--- config.mk ---
export PLATFORM = sky130hd
export DESIGN_NAME = timer_ctrl
export DESIGN_NICKNAME = d
export VERILOG_FILES = /design/src/rtl/timer_pkg.sv /design/src/rtl/timer_tick_select.sv /design/src/rtl/timer_ctrl.sv
export SDC_FILE = /design/constraint.sdc
export NUM_CORES = 1
export LEC_CHECK = 0
export CELL_PAD_IN_SITES_DETAIL_PLACEMENT = 2
export CELL_PAD_IN_SITES_GLOBAL_PLACEMENT = 2
export CORE_MARGIN = 5
export CORE_UTILIZATION = 32
export DETAILED_ROUTE_END_ITERATION = 10
export PLACE_DENSITY_LB_ADDON = 0.1
export SYNTH_ARGS = -nofsm -noshare
export SYNTH_HDL_FRONTEND = slang
export SYNTH_SLANG_ARGS = --single-unit
export TNS_END_PERCENT = 50
--- constraint.sdc ---
create_clock -name clock -period 1.65 [get_ports clock]
set_input_delay 0.2475 -clock clock [delete_from_list [all_inputs] [get_ports clock]]
set_output_delay 0.2475 -clock clock [all_outputs]
set_load 0.01 [all_outputs]
--- src/rtl/timer_pkg.sv ---
// Shared constants for the Timer0 controller: register map, clock-select codes
// and bit positions inside the control/status registers.
package timer_pkg;

  localparam logic [2:0] TCCR_A  = 3'd0;
  localparam logic [2:0] TCNT_A  = 3'd1;
  localparam logic [2:0] OCR_A   = 3'd2;
  localparam logic [2:0] TIMSK_A = 3'd3;
  localparam logic [2:0] TIFR_A  = 3'd4;

  localparam logic [2:0] CS_STOP    = 3'd0;
  localparam logic [2:0] CS_DIV1    = 3'd1;
  localparam logic [2:0] CS_DIV8    = 3'd2;
  localparam logic [2:0] CS_DIV64   = 3'd3;
  localparam logic [2:0] CS_DIV256  = 3'd4;
  localparam logic [2:0] CS_DIV1024 = 3'd5;

  localparam int TOV_B  = 0;
  localparam int OCF_B  = 1;
  localparam int TOIE_B = 0;
  localparam int OCIE_B = 1;
  localparam int CTC_B  = 3;
  localparam int PSR_B  = 7;

endpackage

--- src/rtl/timer_tick_select.sv ---
// Clock-select decode: picks which prescaler pulse advances the counter.
// Reserved codes behave like a stopped timer.
module timer_tick_select
  import timer_pkg::*;
(
  input  logic [2:0] cs,
  input  logic       tick8,
  input  logic       tick64,
  input  logic       tick256,
  input  logic       tick1024,
  output logic       tick_en
);

  // Map the clock-select code onto one tick source
  always_comb begin
    tick_en = 1'b0;
    case (cs)
      CS_STOP:    tick_en = 1'b0;
      CS_DIV1:    tick_en = 1'b1;
      CS_DIV8:    tick_en = tick8;
      CS_DIV64:   tick_en = tick64;
      CS_DIV256:  tick_en = tick256;
      CS_DIV1024: tick_en = tick1024;
      default:    tick_en = 1'b0;
    endcase
  end

endmodule

--- src/rtl/timer_ctrl.sv ---
// AVR-style 8-bit Timer0: CPU register file, counter with compare/overflow
// flags, registered interrupt and a prescaler-reset strobe.
module timer_ctrl
  import timer_pkg::*;
#(
  parameter int CNT_W  = 8,
  parameter int ADDR_W = 3
) (
  input  logic              clock,
  input  logic              reset,
  input  logic              tick8,
  input  logic              tick64,
  input  logic              tick256,
  input  logic              tick1024,
  input  logic [ADDR_W-1:0] bus_addr,
  input  logic [7:0]        bus_wdata,
  input  logic              bus_we,
  input  logic              bus_re,
  output logic [7:0]        bus_rdata,
  output logic              presc_reset,
  output logic              irq
);

  logic [2:0]       cs_r;
  logic             ctc_r;
  logic [CNT_W-1:0] tcnt_r;
  logic [CNT_W-1:0] ocr_r;
  logic             toie_r;
  logic             ocie_r;
  logic             tov_r;
  logic             ocf_r;
  logic [7:0]       rdata_r;
  logic             presc_r;
  logic             irq_r;

  logic             tick_en_s;
  logic             wr_tccr_s;
  logic             wr_tcnt_s;
  logic             wr_ocr_s;
  logic             wr_timsk_s;
  logic             wr_tifr_s;
  logic [CNT_W-1:0] tcnt_nxt_s;
  logic             tov_set_s;
  logic             ocf_set_s;
  logic             tov_nxt_s;
  logic             ocf_nxt_s;
  logic [7:0]       rdata_nxt_s;

  timer_tick_select u_tick_select (
    .cs       (cs_r),
    .tick8    (tick8),
    .tick64   (tick64),
    .tick256  (tick256),
    .tick1024 (tick1024),
    .tick_en  (tick_en_s)
  );

  assign wr_tccr_s  = bus_we && (bus_addr == ADDR_W'(TCCR_A));
  assign wr_tcnt_s  = bus_we && (bus_addr == ADDR_W'(TCNT_A));
  assign wr_ocr_s   = bus_we && (bus_addr == ADDR_W'(OCR_A));
  assign wr_timsk_s = bus_we && (bus_addr == ADDR_W'(TIMSK_A));
  assign wr_tifr_s  = bus_we && (bus_addr == ADDR_W'(TIFR_A));

  // Counter next state; a CPU write to TCNT suppresses counting and flag evaluation
  always_comb begin
    tcnt_nxt_s = tcnt_r;
    tov_set_s  = 1'b0;
    ocf_set_s  = 1'b0;
    if (wr_tcnt_s) begin
      tcnt_nxt_s = bus_wdata[CNT_W-1:0];
    end else if (tick_en_s) begin
      if (ctc_r && (tcnt_r == ocr_r)) begin
        tcnt_nxt_s = '0;
        ocf_set_s  = 1'b1;
      end else begin
        tcnt_nxt_s = tcnt_r + 1'b1;
        ocf_set_s  = (tcnt_r == ocr_r);
        tov_set_s  = (tcnt_r == {CNT_W{1'b1}});
      end
    end else begin
      tcnt_nxt_s = tcnt_r;
    end
  end

  // Flags are write-1-to-clear, with a same-cycle hardware set taking priority
  always_comb begin
    tov_nxt_s = tov_set_s | (tov_r & ~(wr_tifr_s & bus_wdata[TOV_B]));
    ocf_nxt_s = ocf_set_s | (ocf_r & ~(wr_tifr_s & bus_wdata[OCF_B]));
  end

  // Read mux over the current (pre-update) register values
  always_comb begin
    rdata_nxt_s = 8'h00;
    case (bus_addr)
      ADDR_W'(TCCR_A):  rdata_nxt_s = {4'b0000, ctc_r, cs_r};
      ADDR_W'(TCNT_A):  rdata_nxt_s = 8'(tcnt_r);
      ADDR_W'(OCR_A):   rdata_nxt_s = 8'(ocr_r);
      ADDR_W'(TIMSK_A): rdata_nxt_s = {6'b000000, ocie_r, toie_r};
      ADDR_W'(TIFR_A):  rdata_nxt_s = {6'b000000, ocf_r, tov_r};
      default:          rdata_nxt_s = 8'h00;
    endcase
  end

  // Register file, counter, flags and registered outputs
  always_ff @(posedge clock) begin
    if (reset) begin
      cs_r    <= 3'd0;
      ctc_r   <= 1'b0;
      tcnt_r  <= '0;
      ocr_r   <= '0;
      toie_r  <= 1'b0;
      ocie_r  <= 1'b0;
      tov_r   <= 1'b0;
      ocf_r   <= 1'b0;
      rdata_r <= 8'h00;
      presc_r <= 1'b0;
      irq_r   <= 1'b0;
    end else begin
      if (wr_tccr_s) begin
        cs_r  <= bus_wdata[2:0];
        ctc_r <= bus_wdata[CTC_B];
      end
      if (wr_ocr_s) begin
        ocr_r <= bus_wdata[CNT_W-1:0];
      end
      if (wr_timsk_s) begin
        toie_r <= bus_wdata[TOIE_B];
        ocie_r <= bus_wdata[OCIE_B];
      end
      tcnt_r  <= tcnt_nxt_s;
      tov_r   <= tov_nxt_s;
      ocf_r   <= ocf_nxt_s;
      presc_r <= wr_tccr_s & bus_wdata[PSR_B];
      // Interrupt follows the flag/mask registers by one cycle
      irq_r   <= (tov_r & toie_r) | (ocf_r & ocie_r);
      if (bus_re) begin
        rdata_r <= rdata_nxt_s;
      end
    end
  end

  assign bus_rdata   = rdata_r;
  assign presc_reset = presc_r;
  assign irq         = irq_r;

endmodule

==> results of run 1 <==
-- worst max path at each step --
stage                 from      endpoint  slack (ns)  cells after the start
2_1_floorplan      cs_r[1]     tcnt_r[1]        0.30                      6
3_3_place_gp   bus_addr[0]     tcnt_r[1]       -0.12                      7
3_5_place_dp   bus_addr[0]  bus_rdata[1]       -0.18                      6
4_1_cts            cs_r[1]     tcnt_r[1]        0.07                      6
5_1_grt            tick256         ocf_r        0.03                      7
6_report           tick256     tcnt_r[1]        0.12                      7
-- metrics by stage --
step                util (%)  instances  hold WS [ns]  total power [W]
floorplan                  -        204         0.391          0.00101
global placement        42.9        318         0.480          0.00114
detailed placement      42.9        318         0.517          0.00115
CTS                     44.4        324         0.536          0.00177
global route            44.5        324         0.553          0.00182
finish                  44.5        324         0.524          0.00175
-- final cells by class --
cell class	count	area (sq um)
fillers	593	3070
multi-input cells	157	1080
flip-flops and latches	34	684
repair buffers	55	526
well taps	72	90.1
clock buffers	6	82.6
-- state kept, by name, indices dropped and copies added, names as in the netlist --
signal,flops
bus_rdata,8
ocr_r,8
tcnt_r,8
cs_r,3
ctc_r,1
irq,1
ocf_r,1
ocie_r,1
presc_reset,1
toie_r,1
tov_r,1
-- per-layer routing --
metal  wire length, microns  global-route usage, %
met1                   2810                   22.8
met4                     29                   2.59
met2                   2930                   30.4
met5                      0                      0
met3                    189                   3.75
-- power by group through the flow --
stage                     Sequential, W  Combinational, W  Clock (W)
after floorplan                0.000871          0.000139          0
after global placement         0.000872          0.000267          0
after detailed placement       0.000873          0.000279          0
after CTS                      0.000855          0.000281   0.000630
after global routing           0.000857          0.000303   0.000661
final                          0.000855          0.000279   0.000612
-- cells in the final DEF (no fill, tap or decap), types with 3 or more instances in the layout --
master	netlist	routed
clkbuf_8	0	6
xor2_1	4	4
and2_1	3	3
nand3_1	5	5
nor2_1	32	32
and3_1	3	3
clkdlybuf4s50_1	0	26
nand2_1	12	12
xnor2_1	10	10
nor2b_1	12	12
dfxtp_2	0	3
a21oi_1	7	7
a22oi_1	5	5
a22o_1	4	4
dfxtp_1	34	31
nand4_1	4	4
a2bb2oi_1	7	7
buf_4	1	24
mux2i_1	18	18
buf_12	0	3
o2bb2ai_1	8	8
-- cells by family (layout without fill, tap and decap cells) --
logic type,count (synthesis),count (layout),synth area share (%)
xor+xnor,14,14,6.67
mux,20,20,11.0
compound gates,42,42,18.3
flops,34,34,37.0
buf+inv,13,61,3.95
simple gates,80,80,22.3
fa+ha+maj,1,1,0.681
-- worst reg2reg max path: stages (launching register included) --
cell       delay, ns
dfxtp_2         0.40
a211oi_1        0.09
a211oi_2        0.27
and2_1          0.17
buf_4           0.16
a2bb2oi_1       0.21
o2bb2ai_1       0.09
==> results.yml, run 1 <==
synthesis:
  yosys_register_bits: 34
  ys.warnings.count: 0
  seq_area_frac_synth_pct: 37.0
  ys_top_cells_by_count: "34 x dfxtp_1, 32 x nor2_1, 18 x mux2i_1"
  synth.most_common_cell: "dfxtp_1"
  synth_edf_count: 0
  synth.distinct_cells: 38
  synthTopCellsByArea: "dfxtp_1 37%, mux2i_1 9.8%, nor2_1 6.5%, xnor2_1 4.8%, nor2b_1 4.1%"
  yosysTopAreaCell: "dfxtp_1"
  synth_ff_type: "dfxtp_1"
  syn-cell-area_sq_um: 1840
  synth_top_cell_area_share_pct: 37.0
  ys_async_sr_fraction_pct: 0
  synth_area_per_cell_sq_um: 9.01
  synth_cells: 204
  syn-num-nets: 224
power_and_ir_drop:
  p_leak_nw: 0.942
  p_sw_w: 0.000448
  swShare_pct: 25.6
  pwr-share-seq_pct: 49.0
  vdd_drop_max_mv: 0.348
  combinationalPowerShare_pct: 16.0
  p_int_w: 0.00130
  powerDensity_nw_per_um2: 708
  p_clk_share_pct: 35.1
place:
  gp_congestion: 0.754
  post_dp_cell_area_sq_um: 2380
  place_hpwl_microns: 4710
  dp_slack_ns: -0.178
  io_buffers: 28
cts:
  cts_tree: "done"
  cts-buffers-inserted: 5
  cts-root-buf: "clkbuf_8"
  cts.sinks: 34
  cts_setup_buffers: 0
  postCtsHoldBufs: 0
  clkLatencyLatePin_ns: 0.29
  cts.clk_slew.worst_paths_ns: 0.07
  cts_resized: 0
  clock_path_buffers: 2
  htreeDepth: 2
global_routing:
  grt_pass1_vias: 1875
  grt_overflow_total: 0
  grt_pass1_wl_microns: 10200
  grt.total_usage_pct: 17.5
  grt_max_degree: 43
  antenna_found_initial: 0
drt:
  post_drt_via_cell_ratio: 5.09
  drc: 0
  routed_wl_microns: 5960
  via_count: 1648
  wire_per_inst_microns: 18.4
  first_pass_iters: 4
  detail-route-antenna-nets: 0
  drtIter0Drc: 70
sta:
  fin_crit_sh_pct: 92.8
  tightest_slew_ns: 0.380
  slew_viol_final: 0
  setup_tns_ns: 0
  rsz0062_at_grt: "false"
  worst_slack_ns: 0.120
  setup_viol: 0
  final_hold_viol_count: 0
  clock-skew-final_ns: 0.00448
  period_minus_slack_ns: 1.53
  max_freq_mhz: 653
  maxSlewHeadroom_pct: 74.6
setup_path:
  worstPathMaxFanout: 8
  reg2reg_to: "tcnt_r[1]"
  end_kind: "register"
  worstRegToRegCells: 6
  cpPeakStageDelay_ns: 0.47
  crit_arrival_ns: 1.71
  critPathBufInv: 2
  reg2reg_slack_ns: 0.16
  rr_startpoint: "cs_r[0]"
  start_kind: "input port"
  critPathKind: "in -> reg"
  worst_ep_required_time_ns: 1.83
  path_cells: "clkdlybuf4s50_1 > a211oi_1 > a211oi_2 > and2_1 > buf_4 > a2bb2oi_1 > o2bb2ai_1"
  cp_slowest_cell: "clkdlybuf4s50_1"
  path_delay_family: "compound AO/OA/AOI/OAI gates"
finish:
  drive_above_1_share_pct: 18.7
  final_nets: 273
  fin_area_sq_um: 2470
  layout-area-overhead-vs-synth_pct: 34.2
  diodes: 0
floorplan:
  ios: 29
  start_util_pct: 33.2
  die_h_microns: 85.8
  rows: 27
  die_x_microns: 85.8
  design.core.area_sq_um: 5540
  die_area_sq_um: 7360
hold_path:
  hold_path_end: "bus_rdata[3]"
  min_path_type: "in -> reg"
  hp-start: "bus_addr[1]"
  hold_path_depth: 4
outcome:
  status: "finished, final reports clean"
flow_run:
  maxCapViolations: 0
(Power assumes the default switching activity.)
==> run 2, diff against run 1 <==
--- a/config.mk
+++ b/config.mk
@@ -10,7 +10,9 @@
 export CORE_MARGIN = 5
 export CORE_UTILIZATION = 32
 export DETAILED_ROUTE_END_ITERATION = 10
+export GPL_TIMING_DRIVEN = 0
 export PLACE_DENSITY_LB_ADDON = 0.1
+export SLEW_MARGIN = 10
 export SYNTH_ARGS = -nofsm -noshare
 export SYNTH_HDL_FRONTEND = slang
 export SYNTH_SLANG_ARGS = --single-unit
==> constraint.sdc (replaced) <==
create_clock -name clock -period 1.5 [get_ports clock]
set_input_delay 0.225 -clock clock [delete_from_list [all_inputs] [get_ports clock]]
set_output_delay 0.225 -clock clock [all_outputs]
set_load 0.01 [all_outputs]
==> results.yml, run 2 (synthesized netlist as in run 1, its figures left out) <==
hold_path:
  min_path_type: "in -> reg"
finish:
  final_nets: 259
  fill_cells: 601
  layout-area-overhead-vs-synth_pct: 35.2
  layout_common_cells: "32 x nor2_1, 24 x dfxtp_1, 23 x clkdlybuf4s50_1"
  diodes: 0
  final_common_cell: "nor2_1"
  drive_above_1_share_pct: 24.2
  stdcell_count: 312
sta:
  maxSlewHeadroom_pct: 54.2
  tightest_slew_ns: 0.687
  slew_viol_final: 0
  setup_viol: 9
  clock-skew-final_ns: 0.00491
  fin_crit_sh_pct: 103
  max_freq_mhz: 650
  rsz0062_at_grt: "true"
  setup_tns_ns: -0.211
  final_hold_viol_count: 0
  worst_slack_ns: -0.0377
  period_minus_slack_ns: 1.54
place:
  io_buffers: 24
  placedCellCount: 300
  place_hpwl_microns: 4530
  gp_congestion: 0.756
  dp_slack_ns: -0.685
floorplan:
  die_area_sq_um: 7360
  rows: 27
  design.core.area_sq_um: 5540
  die_x_microns: 85.8
  die_h_microns: 85.8
  ios: 29
  start_util_pct: 33.2
setup_path:
  start_kind: "register"
  worst_ep_required_time_ns: 1.71
  critPathKind: "reg -> reg"
  crit_arrival_ns: 1.75
  end_kind: "register"
  worstPathMaxFanout: 7
global_routing:
  antenna_found_initial: 0
  grt_pass1_wl_microns: 9600
  grt_max_degree: 11
  grt_overflow_total: 0
  grt_pass1_vias: 1821
  grt.total_usage_pct: 16.9
cts:
  cts.clk_slew.worst_paths_ns: 0.07
  cts_tree: "done"
  clkLatencyLatePin_ns: 0.29
  htreeDepth: 2
  clock_path_buffers: 2
  cts-root-buf: "clkbuf_8"
  postCtsHoldBufs: 0
  cts-buffers-inserted: 5
  cts.sinks: 34
power_and_ir_drop:
  p_leak_nw: 0.881
  powerDensity_nw_per_um2: 795
  vdd_drop_max_mv: 0.300
drt:
  drtIter0Drc: 41
  post_drt_via_cell_ratio: 5.22
  detail-route-antenna-nets: 0
  first_pass_iters: 4
  wire_per_inst_microns: 19.3
  routed_wl_microns: 6040
  via_count: 1629
  drc: 0
flow_run:
  maxCapViolations: 0
outcome:
  status: "finished, violations left"
  failed_checks: "negative setup slack"
[run 2: cell count changes in the layout (fill, tap and decap cells not counted), sizes merged]
cell | previous run | this run
clkdlybuf4s50 | 26 | 23
dlymetal6s2s | 2 | 0
dlygate4sd2 | 0 | 1
buf | 27 | 11
clkinv | 0 | 1
clkbuf | 6 | 13
[run 2: repair_timing]
item	4_1_cts	5_1_grt
endpoints found under the hold margin	0	0
pin swaps	3	4
resized for setup	20	25
setup endpoints to repair	23	13
buffers inserted	2	3
[run 2: worst paths after layout]
check	end	cells after the start	startpoint	slack [ns]
setup / recovery	tcnt_r[4]	6	cs_r[1]	-0.04
hold / removal	ocie_r	4	bus_addr[0]	0.39
setup reg to reg	tcnt_r[4]	6	cs_r[1]	-0.04
hold reg to reg	bus_rdata[0]	2	bus_rdata[0]	0.52
[run 2: final cells by class]
| type | instances | area [sq um] | area share [%] |
|---|---|---|---|
| Buffer | 12 | 76.3 | 3.07 |
| Clock inverter | 1 | 5.00 | 0.201 |
| Multi-Input combinational cell | 157 | 1240 | 49.9 |
| Tap cell | 72 | 90.1 | 3.63 |
| Timing Repair Buffer | 29 | 289 | 11.6 |
| Sequential cell | 34 | 698 | 28.1 |
| Clock buffer | 7 | 86.3 | 3.47 |
[run 2: per-stage QoR]
step                      hold WS, ns  utilization [%]  instance area, sq um  total power (W)
final                           0.386             44.9                  2480          0.00197
after floorplan                 0.369                -                  1840          0.00111
after detailed placement        0.498             39.1                  2170          0.00122
after CTS                       0.382             42.1                  2330          0.00195
after global routing            0.434             44.9                  2480          0.00207
after global placement          0.473             39.1                  2170          0.00120
[run 2: power by group]
part | internal [W] | switching, W
Clock | 0.000370 | 0.000343
Combinational | 0.000151 | 0.000164
Sequential | 0.000919 | 0.0000271
[run 2: worst max-delay path, cell delays in order (launching register included)]
cell,delay [ns]
dfxtp_4,0.37
nor3b_4,0.15
a211oi_2,0.27
nand2_2,0.14
a211oi_4,0.25
buf_12,0.18
o2bb2ai_2,0.11
[run 2: layer usage]
metal	GRT usage, %	vias up	wire length, microns
li1	-	787	-
met2	29.4	21	3090
met5	0	-	0
met4	5.32	0	72
met1	20.7	815	2700
met3	3.65	6	168
==> run 3, diff against run 2 <==
--- a/config.mk
+++ b/config.mk
@@ -7,11 +7,10 @@
 export LEC_CHECK = 0
 export CELL_PAD_IN_SITES_DETAIL_PLACEMENT = 2
 export CELL_PAD_IN_SITES_GLOBAL_PLACEMENT = 2
-export CORE_MARGIN = 5
 export CORE_UTILIZATION = 32
 export DETAILED_ROUTE_END_ITERATION = 10
 export GPL_TIMING_DRIVEN = 0
-export PLACE_DENSITY_LB_ADDON = 0.1
+export PLACE_DENSITY = 0.78
 export SLEW_MARGIN = 10
 export SYNTH_ARGS = -nofsm -noshare
 export SYNTH_HDL_FRONTEND = slang
==> constraint.sdc (replaced) <==
create_clock -name clock -period 1.7 [get_ports clock]
set_input_delay 0.255 -clock clock [delete_from_list [all_inputs] [get_ports clock]]
set_output_delay 0.255 -clock clock [all_outputs]
set_load 0.01 [all_outputs]
==> results.yml, run 3 (synthesized netlist as in run 1, its figures left out) <==
place:
  dp_slack_ns: -0.522
  place_hpwl_microns: 4040
  gp_congestion: 0.737
  post_dp_cell_area_sq_um: 2170
  io_buffers: 24
sta:
  max_freq_mhz: 623
  fin_crit_sh_pct: 94.4
  period_minus_slack_ns: 1.60
  setup_tns_ns: 0
  setup_viol: 0
  final_hold_viol_count: 0
  hold_ws_ns: 0.423
  slew_viol_final: 0
  clock-skew-final_ns: 0.00776
  worst_slack_ns: 0.0952
  tightest_slew_ns: 0.602
  maxSlewHeadroom_pct: 59.8
drt:
  routed_wl_microns: 5440
  post_drt_via_cell_ratio: 5.13
  drtIter0Drc: 37
  via_count: 1584
  wire_per_inst_microns: 17.6
  first_pass_iters: 4
  detail-route-antenna-nets: 0
  drc: 0
floorplan:
  ios: 29
  die_x_microns: 77.8
  rows: 27
  design.core.area_sq_um: 5510
  die_area_sq_um: 6050
  die_h_microns: 77.8
  start_util_pct: 33.4
finish:
  final_nets: 256
  drive_above_1_share_pct: 13.1
  layout-area-overhead-vs-synth_pct: 26.1
  final_common_cell: "dfxtp_1"
  diodes: 0
  fin_area_sq_um: 2320
  layout_common_cells: "33 x dfxtp_1, 32 x nor2_1, 24 x clkdlybuf4s50_1"
cts:
  postCtsHoldBufs: 0
  htreeDepth: 2
  cts.sinks: 34
  cts_tree: "done"
  clock_path_buffers: 2
  cts-buffers-inserted: 5
  clkLatencyLatePin_ns: 0.29
  cts.clk_slew.worst_paths_ns: 0.07
  cts-root-buf: "clkbuf_8"
setup_path:
  worst_ep_required_time_ns: 1.92
  critPathKind: "in -> reg"
  path_cells: "clkdlybuf4s50_1 > nor2b_4 > and2_4 > buf_6 > a211oi_4 > buf_12 > o2bb2ai_1"
  end_kind: "register"
  cp_slowest_cell: "clkdlybuf4s50_1"
  critPathBufInv: 3
  path_delay_family: "buffers and inverters"
  worstPathMaxFanout: 9
  cpPeakStageDelay_ns: 0.69
  crit_arrival_ns: 1.82
  start_kind: "input port"
global_routing:
  grt_max_degree: 11
  grt_pass1_vias: 1750
  grt_overflow_total: 0
  grt.total_usage_pct: 19.6
  grt_pass1_wl_microns: 8970
  antenna_found_initial: 0
flow_run:
  maxCapViolations: 0
outcome:
  status: "finished, final reports clean"
hold_path:
  min_path_type: "in -> reg"
power_and_ir_drop:
  p_leak_nw: 0.831
  power_w: 0.00178
  vdd_drop_max_mv: 0.287
  powerDensity_nw_per_um2: 770
run 3: path summary, 6_finish.rpt:
kind,slack (ns),to,cells past startpoint,startpoint
max reg2reg,0.1,tcnt_r[2],6,cs_r[1]
min,0.42,ocie_r,4,bus_addr[0]
max,0.1,tcnt_r[6],7,bus_addr[2]
min reg2reg,0.51,bus_rdata[1],2,bus_rdata[1]
run 3: layer usage:
metal / up-vias / routed length, microns / track usage [%]
met4: 0 / 74 / 5.66
met3: 6 / 143 / 3.18
li1: 787 / - / -
met5: - / 0 / 0
met1: 767 / 2560 / 24.6
met2: 24 / 2670 / 34.2
run 3: power by group:
group	switching (W)	internal, W
registers	0.0000234	0.000812
logic	0.000124	0.000107
clock network	0.000310	0.000409
run 3: tightest hold or removal path: stages:
cell and delay, ns:
buf_6 0.12, nand3_1 0.14, mux2i_1 0.09, nor2_1 0.07
run 3: what timing repair did:
| item | 4_1_cts | 5_1_grt |
|---|---|---|
| setup endpoints to repair | 22 | 14 |
| resized for setup | 2 | 4 |
| buffers inserted | 1 | 0 |
| pin swaps | 1 | 0 |
run 3: cell type report:
cell class              instances  area (sq um)
plain buffers                  13          75.1
multi-input cells             157          1100
fillers                       604          3190
clock buffers                   8           110
well taps                      72          90.1
flip-flops and latches         34           682
repair buffers                 25           260
run 3: per-stage QoR:
step	utilization, %	std cells
after global routing	42.1	309
after global placement	39.4	300
final	42.1	309
after detailed placement	39.4	300
after floorplan	-	204
after CTS	41.8	309
